<file path="src/rtl/lfsr_pkg.sv">
// rtl/lfsr_pkg.sv - shared FSM state type and default LFSR constants
package lfsr_pkg;

    typedef enum logic [1:0] {
        ST_IDLE = 2'd0,
        ST_RUN  = 2'd1,
        ST_DONE = 2'd2
    } fsm_e;

    localparam int         LFSR_WIDTH = 3;
    localparam logic [2:0] LFSR_TAPS  = 3'b101;
    localparam logic [2:0] LFSR_SEED  = 3'b001;
    localparam int         LFSR_CNT_W = 8;

endpackage

</file>
<file path="src/rtl/lfsr_core.sv">
// rtl/lfsr_core.sv - Fibonacci LFSR state register with load and step
module lfsr_core
    import lfsr_pkg::*;
#(
    parameter int               WIDTH     = LFSR_WIDTH,
    parameter logic [WIDTH-1:0] TAPS      = LFSR_TAPS,
    parameter logic [WIDTH-1:0] RESET_VAL = LFSR_SEED
) (
    input  logic             clk,
    input  logic             reset,
    input  logic             load,
    input  logic [WIDTH-1:0] load_val,
    input  logic             step,
    output logic [WIDTH-1:0] state,
    output logic [WIDTH-1:0] next
);

    logic [WIDTH-1:0] state_q;
    logic [WIDTH-1:0] state_d;

    always_comb begin
        next    = {state_q[WIDTH-2:0], ^(state_q & TAPS)};
        state_d = state_q;
        // A load always wins so a new run starts exactly at its seed
        if (load) begin
            state_d = load_val;
        end else if (step) begin
            state_d = next;
        end
    end

    always_ff @(posedge clk or negedge reset) begin
        if (!reset) begin
            state_q <= RESET_VAL;
        end else begin
            state_q <= state_d;
        end
    end

    assign state = state_q;

endmodule

</file>
<file path="src/rtl/lfsr_seq_ctrl.sv">
// rtl/lfsr_seq_ctrl.sv - start/busy/done sequencer streaming LFSR states with period detection
module lfsr_seq_ctrl
    import lfsr_pkg::*;
#(
    parameter int               WIDTH        = LFSR_WIDTH,
    parameter logic [WIDTH-1:0] TAPS         = LFSR_TAPS,
    parameter logic [WIDTH-1:0] DEFAULT_SEED = LFSR_SEED,
    parameter int               CNT_W        = LFSR_CNT_W
) (
    input  logic             clk,
    input  logic             reset,
    input  logic             start,
    input  logic             abort,
    input  logic [WIDTH-1:0] seed,
    input  logic [CNT_W-1:0] num_steps,
    input  logic             out_ready,
    output logic             out_valid,
    output logic [WIDTH-1:0] out_data,
    output logic             out_bit,
    output logic             busy,
    output logic             done,
    output logic             period_hit,
    output logic [CNT_W-1:0] period_len
);

    fsm_e             fsm_q, fsm_d;
    logic [CNT_W-1:0] count_q, count_d;
    logic [CNT_W-1:0] steps_l_q, steps_l_d;
    logic [WIDTH-1:0] seed_l_q, seed_l_d;
    logic             period_hit_q, period_hit_d;
    logic [CNT_W-1:0] period_len_q, period_len_d;

    logic             load;
    logic             step;
    logic [WIDTH-1:0] lfsr_state;
    logic [WIDTH-1:0] lfsr_next;
    logic [CNT_W-1:0] count_inc;

    lfsr_core #(
        .WIDTH     (WIDTH),
        .TAPS      (TAPS),
        .RESET_VAL (DEFAULT_SEED)
    ) u_core (
        .clk      (clk),
        .reset    (reset),
        .load     (load),
        .load_val (seed_l_d),
        .step     (step),
        .state    (lfsr_state),
        .next     (lfsr_next)
    );

    assign count_inc = count_q + 1'b1;

    always_comb begin
        fsm_d        = fsm_q;
        count_d      = count_q;
        steps_l_d    = steps_l_q;
        seed_l_d     = seed_l_q;
        period_hit_d = period_hit_q;
        period_len_d = period_len_q;
        load         = 1'b0;
        step         = 1'b0;
        out_valid    = 1'b0;
        busy         = 1'b0;
        done         = 1'b0;

        case (fsm_q)
            ST_IDLE: begin
                if (start && !abort) begin
                    seed_l_d     = (seed == '0) ? DEFAULT_SEED : seed;
                    steps_l_d    = num_steps;
                    count_d      = '0;
                    period_hit_d = 1'b0;
                    period_len_d = '0;
                    load         = 1'b1;
                    fsm_d        = (num_steps == '0) ? ST_DONE : ST_RUN;
                end
            end
            ST_RUN: begin
                busy = 1'b1;
                // abort withdraws valid in the same cycle so no transfer is half-taken
                out_valid = !abort;
                if (abort) begin
                    fsm_d = ST_IDLE;
                end else if (out_ready) begin
                    step    = 1'b1;
                    count_d = count_inc;
                    if (lfsr_next == seed_l_q && !period_hit_q) begin
                        period_hit_d = 1'b1;
                        period_len_d = count_inc;
                    end
                    if (count_inc == steps_l_q) begin
                        fsm_d = ST_DONE;
                    end
                end
            end
            ST_DONE: begin
                busy  = 1'b1;
                done  = !abort;
                fsm_d = ST_IDLE;
            end
            default: begin
                fsm_d = ST_IDLE;
            end
        endcase
    end

    always_ff @(posedge clk or negedge reset) begin
        if (!reset) begin
            fsm_q        <= ST_IDLE;
            count_q      <= '0;
            steps_l_q    <= '0;
            seed_l_q     <= DEFAULT_SEED;
            period_hit_q <= 1'b0;
            period_len_q <= '0;
        end else begin
            fsm_q        <= fsm_d;
            count_q      <= count_d;
            steps_l_q    <= steps_l_d;
            seed_l_q     <= seed_l_d;
            period_hit_q <= period_hit_d;
            period_len_q <= period_len_d;
        end
    end

    assign out_data   = lfsr_state;
    assign out_bit    = lfsr_state[WIDTH-1];
    assign period_hit = period_hit_q;
    assign period_len = period_len_q;

endmodule

</file>
<file path="config.mk">
export PLATFORM = sky130hd
export DESIGN_NAME = lfsr_seq_ctrl
export DESIGN_NICKNAME = d
export VERILOG_FILES = /design/src/rtl/lfsr_pkg.sv /design/src/rtl/lfsr_core.sv /design/src/rtl/lfsr_seq_ctrl.sv
export SDC_FILE = /design/constraint.sdc
export NUM_CORES = 1
export LEC_CHECK = 0
export CORE_UTILIZATION = 50
export DETAILED_ROUTE_END_ITERATION = 6
export MAX_ROUTING_LAYER = met4
export PLACE_DENSITY = 0.74
export SYNTH_ARGS = -nofsm -noshare
export SYNTH_HDL_FRONTEND = slang
export SYNTH_SLANG_ARGS = --single-unit
</file>
<file path="constraint.sdc">
create_clock -name clk -period 2.7 [get_ports clk]
set_input_delay 0.675 -clock clk [delete_from_list [all_inputs] [get_ports clk]]
set_output_delay 0.675 -clock clk [all_outputs]
set_load 0.01 [all_outputs]
</file>
==> flow_metrics.env, run 1 <==
export IMPL_start_util_pct=53.6
export IMPL_synth_seq_cells=33
export IMPL_clk_pin_slew_ns=0.11
export IMPL_gp_congestion=0.929
export IMPL_peakVddDrop_mv=0.609
export IMPL_num_io_pins=32
export IMPL_drtPass1Iterations=4
export IMPL_status="completed"
export IMPL_cts_num_sinks=33
export IMPL_core_area_mm2=0.00342
export IMPL_critPathMaxFanout=4
export IMPL_nNetsFinal=261
export IMPL_wl_per_cell_um=14.2
export IMPL_antenna_found_initial=0
export IMPL_numPlacedInstances=280
export IMPL_synthAdderAreaFrac_pct=2.73
export IMPL_grt_pass1_wl_um=7270
export IMPL_synth_xor_area_share_pct=7.17
export IMPL_die_area_mm2=0.00391
export IMPL_synth_edf_count=0
export IMPL_grt_pass1_vias=1578
export IMPL_synth_top_area_share_pct=42.3
export IMPL_viasPerCell=5.47
export IMPL_antenna_cells=0
export IMPL_place_area_mm2=0.00221
export IMPL_fp_dieW_um=62.5
export IMPL_ys_flop_type="dfrtp_1"
export IMPL_cts_setup_buffers=0
export IMPL_crit_path_end_kind="output port"
export IMPL_cpPeakStageDelay_ns=0.56
export IMPL_ctsHtreeMaxLevel=2
export IMPL_worstSkewPairLatency_ns=0.34
export IMPL_tightest_slew_ns=0.455
export IMPL_crit_path_top_delay_cell="clkdlybuf4s50_1"
export IMPL_leakage_nw=1.03
export IMPL_drt_iter0_drc=71
export IMPL_synthArstFlopShare_pct=100
export IMPL_final_core_util_pct=67.7
export IMPL_place_hpwl_um=3100
export IMPL_finalCriticalPeriod_ns=2.54
export IMPL_path_common_cell="clkdlybuf4s50_1"
export IMPL_finClkSkew_ns=0.00884
export IMPL_fin_crit_sh_pct=94.0
export IMPL_layout_cell_area_non_filler_mm2=0.00231
export IMPL_hold_viol_final=0
export IMPL_required_ns=2.03
export IMPL_synth_warnings=0
export IMPL_fp_row_count=21
export IMPL_ys_top_cells_by_count="nand2_1, dfrtp_1, o21ai_0"
export IMPL_setup_tns_ns=0
export IMPL_finalWirelength_um=4090
export IMPL_synth_nets=226
export IMPL_synth_area_top_cells="dfrtp_1, nand2_1, a22o_1, xor2_1, o21ai_0"
export IMPL_cts_tree="yes"
export IMPL_ys_seq_area_share_pct=45.2
export IMPL_synth_cell_types=40
export IMPL_ctsLongestPathBuffers=2
export IMPL_yosys_area_share_simple_pct=22.6
export IMPL_cts_root_buffer="clkbuf_4"
export IMPL_crit_type="in2out"
export IMPL_drc_errors=0
export IMPL_rsz0062_at_grt="no"
export IMPL_die_h_um=62.5
export IMPL_cts_buffers=5
export IMPL_yosysTopAreaCell="dfrtp_1"
export IMPL_hp_class="reg2reg"
export IMPL_final_cells=288
export IMPL_io_buffers=31
export IMPL_cts_resized=0
export IMPL_ctsHoldBuffers=0
export IMPL_p_per_area_mw_per_mm2=994
export IMPL_synth_area_mm2=0.00183
export IMPL_setup_viol=0
export IMPL_cp_arrival_ns=1.86
export IMPL_grt_ovfl_total=0
export IMPL_grt_max_degree=34
export IMPL_syn_inst=206
export IMPL_vias=1575
export IMPL_total_power_mw=2.30
export IMPL_synthMuxAreaShare_pct=3.01
export IMPL_layout_drive_gt1_share_pct=8.68
export IMPL_max_freq_mhz=394
export IMPL_area_growth_pct=26.2
export IMPL_grt_use_total_pct=24.5
export IMPL_cap_violations=0
export IMPL_synth_compound_gate_area_share_pct=15.9
export IMPL_synth_top_family_by_area="simple AND/OR/NAND/NOR gates"
export IMPL_antenna_left=0
export IMPL_max_slew_margin_rel_pct=69.4
export IMPL_synth_area_per_cell_um2=8.89
export IMPL_startpoint_type="input port"
export IMPL_crit_path_cell_trace="clkdlybuf4s50_1 > nor2b_1 > clkdlybuf4s50_1"
export IMPL_yosysMostFrequentCell="nand2_1"
export IMPL_drv_slew=0
## logic make-up (layout without fill, tap and decap cells)
logic type                 count (synthesis)  in the layout
buffers and inverters                     15             51
xor gates and xnor gates                  15             15
and+or+nand+nor                           92             92
AOI/OAI and AO/OA                         42             42
DFF                                       33             33
muxes                                      5              5
adders and majority gates                  4              4
## power by group
part,switching (mW),internal [mW]
Sequential,0.162,0.669
Combinational,0.504,0.501
Clock,0.176,0.287
Total,0.842,1.46
## final timing paths
check,endpoint,cells past startpoint,slack (ns),startpoint
setup / recovery,out_valid,3,0.16,abort
hold / removal,steps_l_q[2]$_DFFE_PN0P_,2,0.51,steps_l_q[2]$_DFFE_PN0P_
setup reg to reg,fsm_q[0]$_DFFE_PN0P_,6,0.24,count_q[0]$_DFFE_PN0P_
hold reg to reg,steps_l_q[2]$_DFFE_PN0P_,2,0.51,steps_l_q[2]$_DFFE_PN0P_
max in group asynchronous,seed_l_q[0]$_DFF_PN1_,2,1.63,reset
min in group asynchronous,period_len[0]$_DFFE_PN0P_,2,0.73,reset
## routing by layer
metal	part of all wire [%]	global-route usage [%]	wire (um)	vias up
met5	0	-	0	-
met4	1.1	7.85	46	0
met3	4.9	5.47	201	5
met2	48	38.7	1970	46
met1	46	31.3	1870	745
li1	-	-	-	779
## worst max-delay path: cells and delay by family
| family | cells | cell delay (ns) |
|---|---|---|
| buffers and inverters | 2 | 1.02 |
| and+or+nand+nor | 1 | 0.17 |
## metrics by stage
stage | hold slack [ns] | setup WS, ns
3_3_place_gp | 0.478 | 0.0680
5_1_grt | 0.533 | 0.0804
4_1_cts | 0.513 | 0.163
6_report | 0.515 | 0.163
2_1_floorplan | 0.379 | 0.375
3_5_place_dp | 0.485 | 0.00335
## cells in the final DEF, fill, tap and decap left out, types with 2 or more instances in the layout
master | netlist | routed
a21oi_1 | 2 | 2
a22o_1 | 10 | 10
buf_4 | 1 | 7
bufinv_16 | 0 | 2
clkbuf_4 | 0 | 5
clkdlybuf4s50_1 | 0 | 31
dfrtp_1 | 31 | 31
dfstp_2 | 2 | 2
ha_1 | 4 | 4
inv_1 | 5 | 5
mux2i_1 | 4 | 4
nand2_1 | 58 | 58
nand3_1 | 4 | 4
nor2_1 | 8 | 8
nor2b_1 | 5 | 5
nor3_1 | 4 | 4
nor3b_1 | 2 | 2
nor4_1 | 3 | 3
o21ai_0 | 17 | 17
o31ai_1 | 3 | 3
xnor2_1 | 5 | 5
xor2_1 | 10 | 10
## layout make-up
type	instances	area, um^2
Fill cell	297	1100
Multi-Input combinational cell	158	942
Sequential cell	33	828
Timing Repair Buffer	38	363
Clock inverter	3	65.1
Tap cell	46	57.6
Clock buffer	5	37.5
Inverter	5	18.8
## flip-flops by register name, indices dropped and copies added, names as in the netlist
| register | count |
|---|---|
| count_q | 8 |
| fsm_q | 2 |
| period_hit | 1 |
| period_len | 8 |
| seed_l_q | 3 |
| steps_l_q | 8 |
| u_core.state | 3 |
No activity file was read; power rests on OpenSTA's default activity.
==> run 2: changes to the inputs <==
--- a/config.mk
+++ b/config.mk
@@ -5,6 +5,7 @@
 export SDC_FILE = /design/constraint.sdc
 export NUM_CORES = 1
 export LEC_CHECK = 0
+export CORE_MARGIN = 4
 export CORE_UTILIZATION = 50
 export DETAILED_ROUTE_END_ITERATION = 6
 export MAX_ROUTING_LAYER = met4
==> run 2 against run 1 <==
Compared with the run above: core utilization fell by 1.2 points; via count rose by 0.19%; flip-flop and latch count did not move; critical path depth did not move; sequential power fell by 0.5%.
==> flow_metrics.env, run 2 (synthesis results as in run 1) <==
export IMPL_finalWirelength_um=4050
export IMPL_cap_violations=0
export IMPL_place_area_mm2=0.00220
export IMPL_leakage_nw=1.01
export IMPL_finClkSkew_ns=0.00895
export IMPL_final_cell_mix="nand2_1, dfrtp_1, clkdlybuf4s50_1, o21ai_0"
export IMPL_area_growth_pct=24.9
export IMPL_numPlacedInstances=279
export IMPL_fin_crit_sh_pct=94.8
export IMPL_total_power_mw=2.19
export IMPL_antenna_cells=0
export IMPL_hold_depth=2
export IMPL_drtPass1Iterations=4
export IMPL_vias=1578
export IMPL_grt_pass1_vias=1532
export IMPL_max_slew_margin_rel_pct=70.9
export IMPL_setup_tns_ns=0
export IMPL_crit_family="buffers and inverters"
export IMPL_final_cells=287
export IMPL_wl_per_cell_um=14.1
export IMPL_startpoint_type="input port"
export IMPL_cts_setup_buffers=0
export IMPL_seq_power_share_pct=37.8
export IMPL_final_common_cell="nand2_1"
export IMPL_layout_drive_gt1_share_pct=8.30
export IMPL_crit_path_cell_trace="clkdlybuf4s50_1 > nor2b_1 > clkdlybuf4s50_1"
export IMPL_grt_max_degree=34
export IMPL_rsz0062_at_grt="no"
export IMPL_peakVddDrop_mv=0.638
export IMPL_num_io_pins=32
export IMPL_ctsHoldBuffers=0
export IMPL_max_freq_mhz=391
export IMPL_die_area_mm2=0.00470
export IMPL_clk_pin_slew_ns=0.07
export IMPL_nNetsFinal=260
export IMPL_ctsLongestPathBuffers=2
export IMPL_antenna_found_initial=0
export IMPL_crit_path_end_kind="output port"
export IMPL_cp_arrival_ns=1.88
export IMPL_cts_buffers=5
export IMPL_path_common_cell="clkdlybuf4s50_1"
export IMPL_switching_share_pct=38.6
export IMPL_gp_congestion=0.976
export IMPL_hold_viol_final=0
export IMPL_crit_type="in2out"
export IMPL_drv_slew=0
export IMPL_finalCriticalPeriod_ns=2.56
export IMPL_status="completed"
export IMPL_crit_path_top_delay_cell="clkdlybuf4s50_1"
export IMPL_ctsHtreeMaxLevel=2
export IMPL_grt_ovfl_total=0
export IMPL_viasPerCell=5.50
export IMPL_cts_resized=0
export IMPL_final_core_util_pct=66.5
export IMPL_io_buffers=31
export IMPL_power_internal_mw=1.34
export IMPL_crit_buf_inv=2
export IMPL_cpPeakStageDelay_ns=0.56
export IMPL_hp_class="reg2reg"
export IMPL_clkPwrFrac_pct=16.6
export IMPL_net_switching_power_mw=0.845
export IMPL_core_area_mm2=0.00344
export IMPL_fp_dieW_um=68.5
export IMPL_cts_tree="yes"
export IMPL_place_ws_ns=0.0133
export IMPL_grt_use_total_pct=20.2
export IMPL_place_hpwl_um=3100
export IMPL_hold_ws_ns=0.496
export IMPL_setup_viol=0
export IMPL_critPathMaxFanout=4
export IMPL_p_per_area_mw_per_mm2=956
export IMPL_antenna_left=0
export IMPL_cts_num_sinks=33
export IMPL_start_util_pct=53.2
export IMPL_drc_errors=0
export IMPL_required_ns=2.03
export IMPL_worstSetupPathDepth=3
export IMPL_cts_root_buffer="clkbuf_8"
export IMPL_die_h_um=68.5
export IMPL_r2r_cells=6
export IMPL_grt_pass1_wl_um=6840
export IMPL_power_frac_comb_pct=45.6
export IMPL_tightest_slew_ns=0.436
export IMPL_layout_cell_area_non_filler_mm2=0.00229
export IMPL_worstSkewPairLatency_ns=0.29
export IMPL_fp_row_count=21
export IMPL_drt_iter0_drc=105
export IMPL_fin_ws_ns=0.140
[run 2: cell count changes in the layout (fill, tap and decap cells not counted), sizes merged]
cell and delta:
clkinv +1, buf -1, bufinv -2, clkinvlp +1
[run 2: power groups by stage]
stage / Clock [mW] / Combinational (mW) / Sequential, mW
after floorplan: 0 / 0.637 / 0.821
after global routing: 0.391 / 1.13 / 0.852
after detailed placement: 0 / 1.00 / 0.837
final: 0.363 / 0.998 / 0.827
after CTS: 0.373 / 1.01 / 0.828
after global placement: 0 / 0.970 / 0.829
[run 2: tightest hold or removal path: stages, from the launching register on]
cell and delay (ns):
dfrtp_1 0.36, nand2_1 0.05, nand2_1 0.05
[run 2: cell type report]
| cell class | count | area, um^2 |
|---|---|---|
| Sequential cell | 33 | 828 |
| Inverter | 5 | 18.8 |
| Timing Repair Buffer | 37 | 355 |
| Fill cell | 302 | 1150 |
| Clock inverter | 3 | 17.5 |
| Tap cell | 46 | 57.6 |
| Multi-Input combinational cell | 158 | 942 |
| Clock buffer | 5 | 68.8 |
[run 2: final timing paths]
kind,start,to,slack [ns]
min,steps_l_q[4]$_DFFE_PN0P_,steps_l_q[4]$_DFFE_PN0P_,0.50
max in group asynchronous,reset,u_core.state[0]$_DFFE_PN1P_,1.58
max,abort,out_valid,0.14
min in group asynchronous,reset,period_len[2]$_DFFE_PN0P_,0.79
min reg2reg,steps_l_q[4]$_DFFE_PN0P_,steps_l_q[4]$_DFFE_PN0P_,0.50
max reg2reg,count_q[0]$_DFFE_PN0P_,fsm_q[0]$_DFFE_PN0P_,0.19
[run 2: metal layers]
layer | GRT usage (%) | vias to the layer above | routed length [um]
li1 | - | 776 | -
met1 | 25.0 | 752 | 1840
met2 | 33.0 | 44 | 1990
met3 | 4.38 | 6 | 175
met4 | 5.96 | 0 | 47
met5 | - | - | 0
==> run 3: changes to the inputs <==
--- a/config.mk
+++ b/config.mk
@@ -8,6 +8,7 @@
 export CORE_MARGIN = 4
 export CORE_UTILIZATION = 50
 export DETAILED_ROUTE_END_ITERATION = 6
+export GPL_TIMING_DRIVEN = 0
 export MAX_ROUTING_LAYER = met4
 export PLACE_DENSITY = 0.74
 export SYNTH_ARGS = -nofsm -noshare
==> constraint.sdc (replaced) <==
create_clock -name clk -period 2.59 [get_ports clk]
set_input_delay 0.6475 -clock clk [delete_from_list [all_inputs] [get_ports clk]]
set_output_delay 0.6475 -clock clk [all_outputs]
set_load 0.01 [all_outputs]
==> run 3 against run 2 <==
Compared with the run above: clock power rose by 2%; sequential share of layout area fell by 0.36 points; wire length rose by 2.5%; final cell count rose by 1.4%; largest power group unchanged.
==> flow_metrics.env, run 3 (synthesis results as in run 1) <==
export IMPL_cap_violations=0
export IMPL_ctsLongestPathBuffers=2
export IMPL_max_freq_mhz=406
export IMPL_required_ns=2.76
export IMPL_area_growth_pct=26.4
export IMPL_io_buffers=31
export IMPL_fp_row_count=21
export IMPL_vias=1613
export IMPL_switching_share_pct=38.5
export IMPL_net_switching_power_mw=0.884
export IMPL_final_cell_mix="nand2_1, dfrtp_1, clkdlybuf4s50_1, o21ai_0"
export IMPL_drc_errors=0
export IMPL_cts_tree="yes"
export IMPL_antenna_cells=0
export IMPL_wl_per_cell_um=14.3
export IMPL_nNetsFinal=264
export IMPL_cts_root_buffer="clkbuf_8"
export IMPL_drv_slew=0
export IMPL_place_hpwl_um=3060
export IMPL_finClkSkew_ns=0.00663
export IMPL_crit_path_end_kind="flop"
export IMPL_setup_viol=0
export IMPL_cts_num_sinks=33
export IMPL_rsz0062_at_grt="no"
export IMPL_cts_buffers=5
export IMPL_antenna_found_initial=0
export IMPL_max_slew_margin_rel_pct=51.5
export IMPL_finalCriticalPeriod_ns=2.47
export IMPL_cp_arrival_ns=2.64
export IMPL_antenna_left=0
export IMPL_layout_drive_gt1_share_pct=8.98
export IMPL_gp_congestion=0.811
export IMPL_critPathMaxFanout=6
export IMPL_leakage_nw=1.02
export IMPL_clkPwrFrac_pct=16.2
export IMPL_fp_dieW_um=68.5
export IMPL_fin_crit_sh_pct=95.2
export IMPL_grt_ovfl_total=0
export IMPL_final_core_util_pct=67.2
export IMPL_clk_pin_slew_ns=0.07
export IMPL_peakVddDrop_mv=0.498
export IMPL_worstSkewPairLatency_ns=0.29
export IMPL_startpoint_type="flop"
export IMPL_status="completed"
export IMPL_tightest_slew_ns=0.727
export IMPL_crit_type="reg2reg"
export IMPL_grt_pass1_wl_um=7140
export IMPL_total_power_mw=2.30
export IMPL_p_per_area_mw_per_mm2=993
export IMPL_seq_power_share_pct=37.9
export IMPL_ctsHtreeMaxLevel=2
export IMPL_grt_pass1_vias=1548
export IMPL_power_internal_mw=1.41
export IMPL_die_h_um=68.5
export IMPL_power_frac_comb_pct=45.9
export IMPL_drtPass1Iterations=4
export IMPL_final_common_cell="nand2_1"
export IMPL_finalWirelength_um=4150
export IMPL_die_area_mm2=0.00470
export IMPL_grt_max_degree=34
export IMPL_viasPerCell=5.54
export IMPL_hp_class="in2async"
export IMPL_hold_viol_final=0
export IMPL_grt_use_total_pct=21.2
export IMPL_start_util_pct=53.2
export IMPL_drt_iter0_drc=95
export IMPL_core_area_mm2=0.00344
export IMPL_num_io_pins=32
-- run 3: cell types whose count changed in the layout (fill, tap and decap cells not counted), moves of 2 or more --
cell / before / now
clkbuf_1: 0 / 8
buf_4: 6 / 2
clkdlybuf4s50_1: 31 / 29
nor2b_1: 5 / 3
-- run 3: path summary, 6_finish.rpt --
kind / from / depth (start not counted) / to / slack [ns]
max in group asynchronous: reset / 1 / count_q[0]$_DFFE_PN0P_ / 1.67
min: reset / 1 / period_len[2]$_DFFE_PN0P_ / 0.42
min reg2reg: seed_l_q[2]$_DFF_PN0_ / 2 / seed_l_q[2]$_DFF_PN0_ / 0.49
max reg2reg: count_q[2]$_DFFE_PN0P_ / 6 / fsm_q[0]$_DFFE_PN0P_ / 0.12
max: count_q[2]$_DFFE_PN0P_ / 6 / fsm_q[0]$_DFFE_PN0P_ / 0.12
min in group clk: seed_l_q[2]$_DFF_PN0_ / 2 / seed_l_q[2]$_DFF_PN0_ / 0.49
-- run 3: repair_timing --
item | 4_1_cts | 5_1_grt
buffers inserted | 0 | 1
endpoints found under the setup margin | 1 | 2
gates resized for setup | 3 | 6
hold buffers | 0 | 0
-- run 3: power by group through the flow --
stage	Sequential (mW)	Combinational, mW	Clock (mW)
3_5_place_dp	0.875	1.02	0
3_3_place_gp	0.868	1.00	0
2_1_floorplan	0.856	0.664	0
5_1_grt	0.902	1.20	0.403
6_report	0.870	1.05	0.372
4_1_cts	0.867	1.04	0.377
-- run 3: layout make-up --
type | count | area [um^2]
Timing Repair Buffer | 32 | 315
Buffer | 9 | 41.3
Tap cell | 46 | 57.6
Sequential cell | 33 | 830
Inverter | 5 | 18.8
Fill cell | 314 | 1130
Clock inverter | 2 | 10.0
Clock buffer | 6 | 72.6
Multi-Input combinational cell | 158 | 970
-- run 3: layer usage --
layer | up-vias | wire [um] | global-route usage [%]
li1 | 781 | - | -
met1 | 772 | 1920 | 26.9
met2 | 50 | 1930 | 32.3
met3 | 10 | 220 | 4.70
met4 | 0 | 80 | 9.43
met5 | - | 0 | -
-- run 3: worst max-delay path, stage by stage (launching register included) --
cell and delay [ns]:
dfrtp_1 0.46, nand3_2 0.19, or3b_2 0.51, a32o_1 0.27, a2111o_1 0.28, o32a_1 0.34, mux2_4 0.31
-- run 3: per-stage QoR --
stage	cell area, um^2	instances	hold WS, ns	TNS, ns	setup slack (ns)
after floorplan	1830	206	0.352	0	0.265
final	2310	291	0.418	0	0.124
after global routing	2310	291	0.478	0	0.0318
after CTS	2280	290	0.447	0	0.000754
after detailed placement	2190	283	0.484	-0.305	-0.158
after global placement	2200	283	0.482	-0.302	-0.178
